<file path="src/rtl/tff_bank_scheduler.sv">
// Round-robin scheduler serialising N_REQ requesters onto one shared bank of WIDTH T flip-flops (q <= q ^ mask).
// Latency: req sampled in IDLE at E0 -> gnt during E0..E1 -> done during E1..E2 -> new q visible after E2; 1 op / 3 cycles.
// Backpressure: requesters hold req/mask until gnt is seen; a req still high in the next IDLE cycle is a new request.
//
// Ports:
//   clk, rst      rising-edge clock, asynchronous active-high reset
//   req [N_REQ]   per-requester request level
//   mask          packed toggle masks, requester i owns bits [i*WIDTH +: WIDTH]
//   clr           synchronous clear of the bank (wins over a pending toggle)
//   gnt [N_REQ]   registered one-hot grant, high for the single GRANT cycle
//   q, q_bar      bank state and its complement
//   done, done_id one-cycle pulse in APPLY and the index being applied
//   busy          high in GRANT and APPLY
module tff_bank_scheduler #(
    parameter int N_REQ = 4,
    parameter int WIDTH = 8,
    localparam int SEL_W = (N_REQ > 1) ? $clog2(N_REQ) : 1
) (
    input  logic                   clk,
    input  logic                   rst,
    input  logic [N_REQ-1:0]       req,
    input  logic [N_REQ*WIDTH-1:0] mask,
    input  logic                   clr,
    output logic [N_REQ-1:0]       gnt,
    output logic [WIDTH-1:0]       q,
    output logic [WIDTH-1:0]       q_bar,
    output logic                   done,
    output logic [SEL_W-1:0]       done_id,
    output logic                   busy
);

    typedef enum logic [1:0] {
        IDLE  = 2'd0,
        GRANT = 2'd1,
        APPLY = 2'd2
    } state_t;

    state_t             state_q;
    state_t             state_d;
    logic [SEL_W-1:0]   ptr;
    logic [SEL_W-1:0]   sel;
    logic [WIDTH-1:0]   mask_r;
    logic               win_found;
    logic [SEL_W-1:0]   win_idx;

    // Search starts at ptr and wraps; the first requester found wins.
    // ptr is moved just past the last winner, so that winner ranks last next time.
    always_comb begin
        win_found = 1'b0;
        win_idx   = '0;
        for (int k = 0; k < N_REQ; k++) begin
            if (!win_found && req[(int'(ptr) + k) % N_REQ]) begin
                win_found = 1'b1;
                win_idx   = SEL_W'((int'(ptr) + k) % N_REQ);
            end
        end
    end

    always_comb begin
        state_d = state_q;
        case (state_q)
            IDLE:    if (win_found) state_d = GRANT;
            GRANT:   state_d = APPLY;
            APPLY:   state_d = IDLE;
            default: state_d = IDLE;
        endcase
    end

    always_ff @(posedge clk or posedge rst) begin
        if (rst) begin
            state_q <= IDLE;
        end else begin
            state_q <= state_d;
        end
    end

    // Grant, winner index, captured mask and round-robin pointer.
    always_ff @(posedge clk or posedge rst) begin
        if (rst) begin
            gnt    <= '0;
            sel    <= '0;
            mask_r <= '0;
            ptr    <= '0;
        end else begin
            gnt <= '0;
            case (state_q)
                IDLE: begin
                    if (win_found) begin
                        gnt <= N_REQ'(1) << win_idx;
                        sel <= win_idx;
                    end
                end
                GRANT: begin
                    // Captured even if the requester already dropped req.
                    mask_r <= mask[int'(sel)*WIDTH +: WIDTH];
                    ptr    <= (sel == SEL_W'(N_REQ - 1)) ? '0 : sel + 1'b1;
                end
                default: ;
            endcase
        end
    end

    // Bank update: clr discards a coinciding toggle but leaves the FSM untouched.
    always_ff @(posedge clk or posedge rst) begin
        if (rst) begin
            q <= '0;
        end else if (clr) begin
            q <= '0;
        end else if (state_q == APPLY) begin
            q <= q ^ mask_r;
        end
    end

    assign q_bar   = ~q;
    assign done    = (state_q == APPLY);
    assign done_id = sel;
    assign busy    = (state_q != IDLE);

endmodule
</file>
<file path="config.mk">
export PLATFORM = sky130hd
export DESIGN_NAME = tff_bank_scheduler
export DESIGN_NICKNAME = d
export VERILOG_FILES = /design/src/rtl/tff_bank_scheduler.sv
export SDC_FILE = /design/constraint.sdc
export NUM_CORES = 1
export LEC_CHECK = 0
export BUFFER_PORTS_ARGS = -buffer_cell sky130_fd_sc_hd__buf_2
export CAP_MARGIN = 10
export CORE_MARGIN = 4
export CORE_UTILIZATION = 40
export DETAILED_ROUTE_END_ITERATION = 7
export PLACE_DENSITY = 0.7
export SYNTH_ARGS = -nofsm -noshare
export SYNTH_HDL_FRONTEND = slang
export SYNTH_SLANG_ARGS = --single-unit
export TNS_END_PERCENT = 10
</file>
<file path="constraint.sdc">
create_clock -name clk -period 1.9 [get_ports clk]
set_input_delay 0.38 -clock clk [delete_from_list [all_inputs] [get_ports clk]]
set_output_delay 0.38 -clock clk [all_outputs]
set_load 0.02 [all_outputs]
</file>
# == Word level (Yosys, flattened, before mapping) ==
# Cells that the tools add are included.
# Widths: inputs -> output; s select.
# op_classes
n_reduce_logical,13
muxes,26
addsub,4
n_shift,2
order_cmp,4
eq_ne,4
bitwise_logic,5
# ops
cell,count
$shiftx 32x6->8,1
$mux 8,2
$lt 3x4->1 const B,3
$mux 2,6
$mux 1,11
$bmux 1 s2,4
$mux 4,2
$not 8->8,1
$xor 8x8->8,1
$reduce_or 2->1,3
$add 2x1->2 const B,2
$add 2x2->2 const B,2
$eq 2x2->1 const B,2
$pmux 2 s2,1
$reduce_bool 2->1,2
$shl 1x2->4 const A,1
$and 1x1->1 const A,3
$logic_and 1x1->1,3
$logic_not 1->1,3
$lt 2x3->1 const B,1
$eq 2x1->1 const B,1
$logic_not 2->1,1
$ne 2x2->1 const B,1
$reduce_and 2->1,1
# totals
output_inout_bits,24
wordCells,64
regBits,26
inputBits,39

# == Logic depth before layout (Yosys ltp) ==
# logic_depth
depth_word,17
mapped_depth,5
depth_no_buf,4

# == Worst setup path before layout ==
# Ideal clock, no wire load.
# synth_path
path_type,reg2reg
start,"register sel[0], in the netlist done_id[0]"
end,register mask_r[0]
path_slack_ns,0.368
period_less_slack_ns,1.532
stages_incl_launch_ff,4
n_path_buf,1
arrival_time_ns,1.407
required_time_ns,1.775
path_cell_list,dfrtp_1 -> buf_6 -> mux4_2 -> mux2_4
# synth_via
elab_chain_cells,1
# synth_rtl
element,line,rtl
from (decl),41,logic [SEL_W-1:0] sel;
from (signal assigned),90,sel <= win_idx;
$shiftx 32x6->8,95,mask_r <= mask[int'(sel)*WIDTH +: WIDTH];
to (signal assigned),95,
to (decl),42,logic [WIDTH-1:0] mask_r;
# No other way between the ends.
# A chain may end at the register's enable or synchronous reset.

# == Worst setup path in the final report ==
# layout_path
start,"register sel[0], in the netlist done_id[0]"
end,output port done_id[0]
# layout_rtl
element,line,rtl
to (decl),28,"output logic [SEL_W-1:0] done_id,"
# No word-level cell between the ends.

==> impl_metrics.json <==
{
  "die_h_um": 65.9,
  "synthFlopType": "dfrtp_1",
  "totalWireLength_mm": 2.82,
  "finClkSkew_ns": 0.00989,
  "reg2reg_from": "done_id[0]$_DFFE_PP0P_",
  "crit_path_start_kind": "register",
  "grt.overflow.total": 0,
  "io_pins": 63,
  "hold_path_class": "input pin to asynchronous set/reset pin",
  "max_freq_mhz": 573,
  "drt-wirelength-per-cell_um": 13.1,
  "cts_buffers": 3,
  "yosysWarningCount": 0,
  "synth.top_cell.area_share": 0.485,
  "rsz0062_at_grt": "no",
  "route.met2.wl_mm": 1.46,
  "final_cell_mix": "62 x buf_2, 26 x dfrtp_1, 10 x nor2_1, 9 x inv_1",
  "grt_max_degree": 17,
  "synth_cell_types": 28,
  "postRouteAntennaNets": 0,
  "power.leakage_nw": 0.865,
  "place.gp.congestion": 0.694,
  "clockBufferDepth": 2,
  "layout_min_cycle_time_ns": 1.75,
  "maxSlewViolCount": 0,
  "arrival_ns": 1.37,
  "yosys-top-cells-area": "dfrtp_1 49%, mux4_2 13%, mux2_4 9.0%",
  "cts_setup_buffers": 0,
  "r2r_slack_ns": 0.29,
  "cts_tree": "built",
  "hold_buffers": 0,
  "path_clk_slew_ns": 0.14,
  "setup_tns_ns": 0,
  "netlist_area_um2": 1340,
  "met1_length_mm": 1.14,
  "async_reset_ff_frac": 1.00,
  "diodes": 0,
  "nets": 212,
  "cp_slowest_stage_delay_ns": 0.68,
  "ctsHtreeMaxLevel": 1,
  "initial_utilization": 0.429,
  "clk-insertion-delay-late_ns": 0.32,
  "yosysTopAreaCell": "dfrtp_1",
  "relSlewSlack": 0.613,
  "ys_ff_latch": 26,
  "cts_resized": 0,
  "path_cells": "buf_4 > buf_2",
  "dieArea_um2": 4340,
  "syn_to_final_growth_pct": 30.8,
  "critical_path.max_fanout": 9,
  "coreArea_um2": 3130,
  "rows": 20,
  "fin_crit_sh": 0.919,
  "synth_area_per_cell_um2": 12.5,
  "finalHoldWorstSlack_ns": 0.0908,
  "ys_seq_area_frac": 0.485,
  "hold_viol": 0,
  "worstPathRequired_ns": 1.52,
  "drive_gt1_frac": 0.532,
  "critPathSlowestCell": "dfrtp_1",
  "drtIter0Drc": 14,
  "post_drt_via_cell_ratio": 4.68,
  "routed.top_layer": "met4",
  "wl_met3_um": 182,
  "synth_edf_count": 0,
  "track_usage": 0.143,
  "dr.pass1.iters": 2,
  "antenna_found_initial": 0,
  "grt_first_pass_wirelength_mm": 4.73,
  "drv_cap": 0,
  "worst_r2r_endpoint": "mask_r[0]$_DFFE_PP0N_",
  "worst_pin_slew_ns": 0.580,
  "reg2reg_depth": 2,
  "n_fill_cell": 290,
  "ir_drop_mv": 0.713,
  "vias": 1006,
  "syn_nets": 147,
  "root_buffer": "clkbuf_4",
  "power_density_nw_per_um2": 1580,
  "end_kind": "output pin",
  "status": "finished, final reports clean",
  "setup_violations": 0,
  "critPathKind": "register to output pin",
  "drc": 0,
  "io_buffer_count": 62,
  "grt_pass1_vias": 1023,
  "die_width_um": 65.9,
  "dp_hpwl_mm": 2.37,
  "synthCells": 107,
  "tritoncts_num_sinks": 26,
  "final_common_cell": "buf_2"
}
==> cell type report <==
class | count | area, µm² | share of cell area
tap | 44 | 55.1 | 0.0314
multi-input combinational | 66 | 622 | 0.354
clock buffer | 3 | 22.5 | 0.0128
sequential | 26 | 651 | 0.371
timing repair buffer | 66 | 340 | 0.194
inverter | 9 | 33.8 | 0.0193
clock inverter | 1 | 30.0 | 0.0171
==> sequential cells by signal, summed over array words and instances (netlist names) <==
name / cells
mask_r: 8
ptr: 2
state_q: 2
gnt: 4
done_id: 2
q: 8
==> per-layer routing <==
layer	vias up	GRT usage
met1	479	0.172
met4	0	0.0622
met3	2	0.0187
met5	-	0
met2	34	0.253
li1	491	-
==> report_power, final <==
group / leakage (nW) / switching [W] / internal [W]
registers: 0.329 / 0.000212 / 0.000785
logic: 0.507 / 0.000659 / 0.000736
clock network: 0.0279 / 0.000162 / 0.000213
total: 0.865 / 0.00103 / 0.00173
==> synth_stat cells, drive strengths merged (2+ instances only) <==
master	instances
buf	4
clkbuf	2
dfrtp	26
inv	9
mux2	11
mux4	8
nand2	8
nor2	11
nor2b	5
nor3b	2
o21ai	2
xnor2	8
==> how the worst max path moves through the flow <==
stage / startpoint / to / slack, ns / cells after the start
6_report: done_id[0]$_DFFE_PP0P_ / done_id[0] / 0.15 / 2
5_1_grt: done_id[0]$_DFFE_PP0P_ / done_id[0] / 0.02 / 2
4_1_cts: done_id[0]$_DFFE_PP0P_ / done_id[0] / 0.11 / 2
3_5_place_dp: done_id[0]$_DFFE_PP0P_ / mask_r[3]$_DFFE_PP0N_ / 0.27 / 2
3_3_place_gp: done_id[0]$_DFFE_PP0P_ / mask_r[1]$_DFFE_PP0N_ / 0.32 / 2
2_1_floorplan: done_id[0]$_DFFE_PP0P_ / mask_r[0]$_DFFE_PP0N_ / 0.37 / 3
==> per-stage QoR <==
step / power, W / area (µm²) / cells / worst slack, ns / util
after floorplan: 0.00206 / 1340 / 107 / 0.368 / -
after global placement: 0.00237 / 1700 / 211 / 0.323 / 0.544
after detailed placement: 0.00242 / 1700 / 211 / 0.272 / 0.544
after CTS: 0.00280 / 1750 / 215 / 0.106 / 0.561
after global routing: 0.00297 / 1750 / 215 / 0.0162 / 0.561
final: 0.00277 / 1750 / 215 / 0.153 / 0.561
==> kinds of logic after synthesis <==
kind of cell | Yosys count | synth area share
XOR/XNOR | 8 | 0.0522
AND/OR/NAND/NOR | 33 | 0.130
adder cells (fa/ha/maj) | 1 | 0.00933
buffers and inverters | 15 | 0.0513
multiplexers | 19 | 0.249
AO/OA/AOI/OAI | 5 | 0.0233
flip-flops | 26 | 0.485
==> worst max-delay path, delay by kind of cell (launching register included) <==
kind | cells | cell delay (ns)
DFF | 1 | 0.68
buffers and inverters | 2 | 0.37
No activity file was read; power rests on OpenSTA's default activity.
